## src/rtl/iot_riscv_pkg.sv

```systemverilog
// Shared constants and types for the machine-mode trap logic.
package iot_riscv_pkg;

    // Machine-mode CSR addresses
    localparam logic [11:0] CSR_MSTATUS  = 12'h300;
    localparam logic [11:0] CSR_MTVEC    = 12'h305;
    localparam logic [11:0] CSR_MSCRATCH = 12'h340;
    localparam logic [11:0] CSR_MEPC     = 12'h341;
    localparam logic [11:0] CSR_MCAUSE   = 12'h342;

    // Interrupt cause codes (mcause[3:0] with mcause[31]=1)
    localparam logic [3:0] CAUSE_IRQ_EXT   = 4'd11;
    localparam logic [3:0] CAUSE_IRQ_TIMER = 4'd7;

    typedef enum logic [2:0] {
        ST_IDLE,
        ST_DRAIN,
        ST_SAVE_EPC,
        ST_SAVE_CAUSE,
        ST_REDIRECT,
        ST_MRET
    } trap_state_t;

endpackage

```

## src/rtl/iot_riscv_trap_arb.sv

```systemverilog
// Priority arbiter for EX-stage trap events: exception > ext irq > timer irq > mret.
module iot_riscv_trap_arb
    import iot_riscv_pkg::*;
(
    input  logic        exc_valid,
    input  logic [3:0]  exc_cause,
    input  logic        irq_ext,
    input  logic        irq_timer,
    input  logic        mie,
    input  logic        instr_valid,
    input  logic        mret,
    output logic        take_trap,
    output logic        take_mret,
    output logic [31:0] cause
);

    logic ext_en;
    logic timer_en;

    // Interrupts are only taken on a valid instruction boundary with MIE set
    assign ext_en   = irq_ext & mie & instr_valid;
    assign timer_en = irq_timer & mie & instr_valid;

    // Pick the highest-priority event and build its mcause value
    always_comb begin
        take_trap = 1'b0;
        take_mret = 1'b0;
        cause     = 32'h0;
        if (exc_valid) begin
            take_trap = 1'b1;
            cause     = {28'h0, exc_cause};
        end else if (ext_en) begin
            take_trap = 1'b1;
            cause     = {1'b1, 27'h0, CAUSE_IRQ_EXT};
        end else if (timer_en) begin
            take_trap = 1'b1;
            cause     = {1'b1, 27'h0, CAUSE_IRQ_TIMER};
        end else if (mret) begin
            take_mret = 1'b1;
        end
    end

endmodule

```

## src/rtl/iot_riscv_trap_ctrl.sv

```systemverilog
// Trap sequencer: saves mepc/mcause through the CSR write port, flushes and
// redirects the pipeline, and owns mstatus.MIE/MPIE.
module iot_riscv_trap_ctrl
    import iot_riscv_pkg::*;
#(
    parameter int pc_size_p = 32
) (
    input  logic                 main_clk_i,
    input  logic                 main_rst_an_i,
    input  logic                 ex_instr_valid_i,
    input  logic [pc_size_p-1:0] ex_pc_i,
    input  logic                 ex_exc_valid_i,
    input  logic [3:0]           ex_exc_cause_i,
    input  logic                 ex_mret_i,
    input  logic                 irq_ext_i,
    input  logic                 irq_timer_i,
    input  logic                 pipe_idle_i,
    input  logic [31:0]          mtvec_i,
    input  logic [31:0]          mepc_i,
    input  logic                 sw_mstatus_we_i,
    input  logic [31:0]          sw_mstatus_wdata_i,
    output logic                 csr_wr_en_o,
    output logic [11:0]          csr_wr_addr_o,
    output logic [31:0]          csr_wr_data_o,
    output logic                 flush_o,
    output logic                 stall_o,
    output logic                 pc_redirect_valid_o,
    output logic [pc_size_p-1:0] pc_redirect_o,
    output logic [31:0]          mstatus_o
);

    trap_state_t state_q, state_d;
    logic [31:0] epc_q, cause_q;
    logic        mie_q, mpie_q;
    logic        take_trap, take_mret;
    logic [31:0] arb_cause;
    logic        in_idle;
    logic [31:0] vec_base, trap_tgt;
    logic        unused_wdata;

    // Only MIE/MPIE of the software write are implemented
    assign unused_wdata = ^{sw_mstatus_wdata_i[31:8], sw_mstatus_wdata_i[6:4],
                            sw_mstatus_wdata_i[2:0]};

    assign in_idle = (state_q == ST_IDLE);

    iot_riscv_trap_arb u_arb (
        .exc_valid   (ex_exc_valid_i),
        .exc_cause   (ex_exc_cause_i),
        .irq_ext     (irq_ext_i),
        .irq_timer   (irq_timer_i),
        .mie         (mie_q),
        .instr_valid (ex_instr_valid_i),
        .mret        (ex_mret_i),
        .take_trap   (take_trap),
        .take_mret   (take_mret),
        .cause       (arb_cause)
    );

    // Trap target: vectored mode offsets interrupts by 4*cause, wrapping mod 2^32
    assign vec_base = {mtvec_i[31:2], 2'b00};
    assign trap_tgt = (mtvec_i[1:0] == 2'b01 && cause_q[31])
                    ? vec_base + {26'h0, cause_q[3:0], 2'b00}
                    : vec_base;

    // Next-state logic; events are only looked at in IDLE
    always_comb begin
        state_d = state_q;
        case (state_q)
            ST_IDLE: begin
                if (take_trap)      state_d = ST_DRAIN;
                else if (take_mret) state_d = ST_MRET;
            end
            ST_DRAIN:      if (pipe_idle_i) state_d = ST_SAVE_EPC;
            ST_SAVE_EPC:   state_d = ST_SAVE_CAUSE;
            ST_SAVE_CAUSE: state_d = ST_REDIRECT;
            ST_REDIRECT:   state_d = ST_IDLE;
            ST_MRET:       state_d = ST_IDLE;
            default:       state_d = ST_IDLE;
        endcase
    end

    // State register plus epc/cause latches, captured on trap entry only
    always_ff @(posedge main_clk_i or negedge main_rst_an_i) begin
        if (!main_rst_an_i) begin
            state_q <= ST_IDLE;
            epc_q   <= 32'h0;
            cause_q <= 32'h0;
        end else begin
            state_q <= state_d;
            if (in_idle && take_trap) begin
                epc_q   <= 32'(ex_pc_i);
                cause_q <= arb_cause;
            end
        end
    end

    // mstatus MIE/MPIE: trap/mret updates win, software writes only when quiet
    always_ff @(posedge main_clk_i or negedge main_rst_an_i) begin
        if (!main_rst_an_i) begin
            mie_q  <= 1'b0;
            mpie_q <= 1'b0;
        end else begin
            case (state_q)
                ST_REDIRECT: begin
                    mpie_q <= mie_q;
                    mie_q  <= 1'b0;
                end
                ST_MRET: begin
                    mie_q  <= mpie_q;
                    mpie_q <= 1'b1;
                end
                ST_IDLE: begin
                    if (sw_mstatus_we_i && !take_trap && !take_mret) begin
                        mie_q  <= sw_mstatus_wdata_i[3];
                        mpie_q <= sw_mstatus_wdata_i[7];
                    end
                end
                default: ;
            endcase
        end
    end

    // Outputs decoded from state only, so reset clears them immediately
    always_comb begin
        csr_wr_en_o         = 1'b0;
        csr_wr_addr_o       = 12'h0;
        csr_wr_data_o       = 32'h0;
        flush_o             = 1'b0;
        stall_o             = 1'b0;
        pc_redirect_valid_o = 1'b0;
        pc_redirect_o       = '0;
        case (state_q)
            ST_DRAIN: begin
                flush_o = 1'b1;
                stall_o = 1'b1;
            end
            ST_SAVE_EPC: begin
                stall_o       = 1'b1;
                csr_wr_en_o   = 1'b1;
                csr_wr_addr_o = CSR_MEPC;
                csr_wr_data_o = epc_q;
            end
            ST_SAVE_CAUSE: begin
                stall_o       = 1'b1;
                csr_wr_en_o   = 1'b1;
                csr_wr_addr_o = CSR_MCAUSE;
                csr_wr_data_o = cause_q;
            end
            ST_REDIRECT: begin
                pc_redirect_valid_o = 1'b1;
                pc_redirect_o       = trap_tgt[pc_size_p-1:0];
            end
            ST_MRET: begin
                flush_o             = 1'b1;
                pc_redirect_valid_o = 1'b1;
                pc_redirect_o       = mepc_i[pc_size_p-1:0];
            end
            default: ;
        endcase
    end

    assign mstatus_o = {24'h0, mpie_q, 3'b000, mie_q, 3'b000};

endmodule

```

## config.mk

```make
export PLATFORM = sky130hd
export DESIGN_NAME = iot_riscv_trap_ctrl
export DESIGN_NICKNAME = d
export VERILOG_FILES = /design/src/rtl/iot_riscv_pkg.sv /design/src/rtl/iot_riscv_trap_arb.sv /design/src/rtl/iot_riscv_trap_ctrl.sv
export SDC_FILE = /design/constraint.sdc
export NUM_CORES = 1
export LEC_CHECK = 0
export CORE_MARGIN = 2
export CORE_UTILIZATION = 35
export DETAILED_ROUTE_END_ITERATION = 10
export PLACE_DENSITY_LB_ADDON = 0.1
export SYNTH_ARGS = -nofsm -noshare
export SYNTH_HDL_FRONTEND = slang
export SYNTH_SLANG_ARGS = --single-unit
```

## constraint.sdc

```tcl
create_clock -name main_clk_i -period 4.3 [get_ports main_clk_i]
set_input_delay 1.29 -clock main_clk_i [delete_from_list [all_inputs] [get_ports main_clk_i]]
set_output_delay 1.29 -clock main_clk_i [all_outputs]
set_load 0.02 [all_outputs]
```

Word level (Yosys, flattened, before mapping)
Index checks and enable logic that the tools add are counted.
- bits in registers: 69
- logic and storage cells: 59
- add/sub/neg operators: 1
- equality and inequality tests: 9
- mux-type cells: 26
- bitwise gates (word level): 4
- reductions and logical operators: 14
- operator list (cell ; count):
    32-bit 2-to-1 mux ; 4
    32-bit case mux with 2 select lines ; 2
    32-bit by 6-bit adder with 32-bit output ; 1
    10-bit case mux with 2 select lines ; 1
    1-bit 2-to-1 mux ; 13
    3-bit case mux with 4 select lines ; 1
    3-bit 2-to-1 mux ; 3
    3-bit by 2-bit == test with 1-bit output, second input constant ; 2
    3-bit == test, second input constant ; 2
    1-bit case mux with 3 select lines ; 2
    2-bit OR reduction ; 3
    1-bit AND ; 4
    1-bit logical AND ; 4
    2-bit AND reduction ; 2
    3-bit by 1-bit == test with 1-bit output, second input constant ; 1
    3-bit logical NOT ; 1
    3-bit inequality test, second input constant ; 1
    3-bit nonzero test ; 1
    3-bit OR reduction ; 1
    2-bit by 1-bit == test with 1-bit output, second input constant ; 1
    1-bit logical NOT ; 2
    2-bit by 1-bit inequality test with 1-bit output, second input constant ; 1
    2-bit inequality test, second input constant ; 1

Longest topological paths before layout
- depth in word-level cells: 10
- mapped depth: 7
- depth with buffers taken out: 7

Hierarchy
From an unflattened synthesis, not the netlist that was laid out.
- cell total of the unflattened synthesis: 515
- area total of the unflattened synthesis: 4993.5 um^2
- by module, submodules not included (module ; times used ; cells each ; area an instance (um^2) ; sequential area each (um^2)):
    iot_riscv_trap_ctrl ; 1 ; 472 ; 4702.0 ; 1726.7
    iot_riscv_trap_arb ; 1 ; 43 ; 291.5 ; 0.0

Worst setup path before layout
OpenSTA, ideal clock, no wires.
- kind: input to output
- from: input port mtvec_i[2]
- to: output port pc_redirect_o[18]
- arrival: 2856 ps
- required time: 3010 ps
- slack: 154 ps
- stages on the path: 7
- path buffers: 0
- cells stage by stage: ha_1 -> fa_1 -> nand3_1 -> a21o_1 -> nor4_1 -> xnor2_1 -> a21oi_1
- longest elaborated chain between the ends: 3
- RTL lines (what ; line ; text):
    start: declaration ; iot_riscv_trap_ctrl.sv:18 ; input logic [31:0] mtvec_i,
    32-bit by 6-bit adder with 32-bit output ; iot_riscv_trap_ctrl.sv:63 ; ? vec_base + {26'h0, cause_q[3:0], 2'b00}
    32-bit 2-to-1 mux ; iot_riscv_trap_ctrl.sv:63 ;
    32-bit case mux with 2 select lines ; iot_riscv_trap_ctrl.sv:133 ; case (state_q)
    end: declaration ; iot_riscv_trap_ctrl.sv:28 ; output logic [pc_size_p-1:0] pc_redirect_o,
Every way passes these cells.

Final worst setup path
- from: input port mtvec_i[10]
- to: output port pc_redirect_o[28]
The elaborated chain is that of the path after synthesis.

==> flow_results.org <==
** Run status
- Status :: finished, final reports clean

** Timing
- Setup repair after global routing missed its margin :: yes
- Final Max Tran Viols :: 0
- The worst path meets setup with 0.02204 ns of slack.
- The smallest clock period supported by the final layout is computed as 4.278 ns.
- Hold slack final :: 0.4682 ns
- At the pin with the least slew margin, the transition time is 1.307 ns.
- The final count of hold timing violations was 0.
- Measured against its own limit, the worst slew margin works out to 12.89%.
- Worst setup skew after layout :: 0.01392 ns
- Timing would allow up to 233.8 MHz.
- Setup violations remaining at the end of the flow were counted as 0.
- Share of the clock period used by the worst path :: 99.49%
- Final-layout setup total negative slack :: 0 ns

** Placement
- Count of input and output buffers :: 185
- The wire-length estimate of the detail-placed layout is 8.713 mm.
- Prior to clock tree synthesis, the placed netlist has a worst setup slack of -0.9132 ns.
- At the end of routability-driven placement, the weighted congestion stood at 0.7867.

** Global routing
- The number of global-route vias before repair came to 3,747.
- Global Route Usage Sum :: 20.86%
- Entering global routing, the biggest net connects 56 pins.
- Antenna violations before repair :: 0
- First-pass GRT wire length :: 18.81 mm
- Overflow after GRT :: 0

** Clocking
- The H-tree generated during clock tree synthesis spans 2 levels.
- Post-CTS Hold Fix Bufs :: 0
- Clk sinks :: 42
- Skew-Pair Late Insertion Delay :: 0.29 ns
- The clock passes through at most 2 buffers.
- TritonCTS built the clock tree.
- Clock-pin transition on the worst setup and hold timing paths :: 0.08 ns
- In this run, CTS created clock tree buffers numbering 5.
- The cell sitting at the root of the clock tree is a clkbuf_8.

** Yosys
- In this run the mean area of a mapped cell was 7.502 um2.
- Leading cell types by total area after synthesis :: dfrtp_1 (30%), nand2_1 (13%), buf_4 (9.3%)
- Sequential elements use 30.19% of the synthesized area.
- Summing every instance area after synthesis gives 3481 um2.
- Area share of the largest cell type after synthesis :: 30.19%
- Cell count after synthesis :: 464
- The netlist uses 48 different library cells.
- The synthesized design contains 0 enable-type register cells.
- Cell taking the most area after synthesis :: dfrtp_1
- After synthesis the netlist holds a flip-flop and latch count of 42.
- Primary FF master, synth :: dfrtp_1
- Of all flip-flops after synthesis, the portion carrying an async set or reset was 100.0%.
- Number of synthesis warnings :: 0

** Final layout
- The library cell used most frequently in the layout, excluding fill and tap cells, is clkdlybuf4s50_1.
- Area growth, synth to finish :: 68.15%
- In the final design database the tool counted 830 nets.
- 0 antenna diodes ended up in the layout.
- Share of cells above drive strength 1 :: 21.46%
- Commonest cells after routing, fill and taps aside :: clkdlybuf4s50_1 (129), nand2_1 (115), buf_4 (71)
- Once layout is complete, the utilization of the core stands at 60.16%.

** Critical path
- The worst setup path is launched from an input pin.
- CP max FO :: 6
- At the worst endpoint, the arrival time is 2.99 ns.
- Cell-by-cell listing of the critical path :: dlygate4sd2_1 -> nand4_1 -> or4_4 -> buf_6 -> nor4_4 -> xnor2_1 -> a21oi_1 -> buf_4
- Req. time, crit path :: 3.01 ns
- Endpoint kind of the worst setup timing path :: output pin
- The largest single stage delay on the critical path is 0.50 ns.
- Classification of the worst setup path :: in2out
- Critical Path Slowest Stage Cell :: or4_4

** Drt
- The count of nets left with antenna violations once routing finished came out at 0.
- In the routed layout, each cell is associated on average with a via count of 4.702.
- Via Count :: 3,846
- Number of detailed-route iterations in the first pass :: 4
- Number of DRC markers in iteration 0 :: 145
- Total length of routed wires :: 11.82 mm
- In the routed design, unresolved DRC markers number 0.
- Wire per inst :: 14.45 um

** Floorplanning
- 253 I/O pins were placed.
- Y dimension of the die :: 103.7 um
- Standard-cell row count :: 36
- Die width :: 103.7 um
- The initial utilization of the core area, before any placement, comes to 35.78%.
- The floorplan step defined a die boundary enclosing 10,760 um2.
- The total area inside the core boundary comes to 9729 um2.

** Worst hold path
- Worst min-delay path class :: reg2reg

** Run
- Across the run, the number of max-cap violations was 0.

** Pwr
- Worst IR Drop VDD :: 0.2700 mV
- Summed over all cells, the static leakage comes to 0.002765 uW.
- Power after layout :: 2681 uW
- Pwr per Cell Area :: 458.0 nW/um2
## metal layers
layer  track usage [%]  vias up  routed length [um]
met5                 0        -                   0
met4             4.151        0                 125
met3             4.720       10                 739
met2             37.13      136                5885
met1             25.93     1794                5070
li1                  -     1906                   -
## what timing repair did
action / 4_1_cts / 5_1_grt
endpoints found under the setup margin: 30 / 27
gates resized for setup: 178 / 48
pin swaps: 25 / 27
buffers inserted: 6 / 10
## critical path: cells and delay by family
family | cells | cell delay, ns
xor gates and xnor gates | 1 | 0.16
AOI/OAI and AO/OA | 1 | 0.08
and+or+nand+nor | 3 | 0.91
buffers and inverters | 3 | 0.53
## cell families after synthesis
family / synth area share, %
AO/OA/AOI/OAI: 12.87
XOR/XNOR: 7.045
adder cells (fa/ha/maj): 2.013
buffers and inverters: 14.05
flip-flops: 30.19
multiplexers: 2.372
other: 0.1077
AND/OR/NAND/NOR: 31.34
## synthesized netlist by cell type, drive strengths merged, types with 10 or more instances
cell type and number:
nand2 117, buf 47, dfrtp 42, a21oi 41, o21ai 29, and2 28, clkbuf 23, nor2 18
xnor2 18, nor4 12, xor2 10
## through the flow
step	cells	area, um2
after floorplan	500	3616
after global placement	794	5515
after detailed placement	794	5515
after CTS	808	5733
after global routing	818	5853
final	818	5853
## final cells by class
class	count	area (um2)
Inverter	8	30.03
Tap cell	133	166.4
Sequential cell	42	1051
Clock inverter	2	13.76
Multi-Input combinational cell	380	2313
Timing Repair Buffer	247	2206
Clock buffer	6	72.57
Fill cell	918	3876
## sequential cells by signal, summed over array words and instances (netlist names)
name     cells
mie_q        1
epc_q       32
cause_q      5
state_q      3
mpie_q       1
## final timing paths
check	slack [ns]	from	end	cells after the start
worst max-delay path	0.02	mtvec_i[10]	pc_redirect_o[28]	8
worst min-delay path	0.47	epc_q[21]	epc_q[21]	2
worst max register to register	1.76	state_q[0]	epc_q[2]	6
worst min register to register	0.47	epc_q[21]	epc_q[21]	2
max in group asynchronous	2.58	main_rst_an_i	state_q[1]	1
min in group asynchronous	1.13	main_rst_an_i	epc_q[28]	1
## power by group
group          total (uW)  internal, uW  leakage [uW]  switching [uW]
sequential            704           581      0.000521             123
combinational        1730           744       0.00220             981
clock                 251           115     0.0000452             137
total                2680          1440       0.00277            1240
Note: power is estimated with default switching activity, not from simulation.
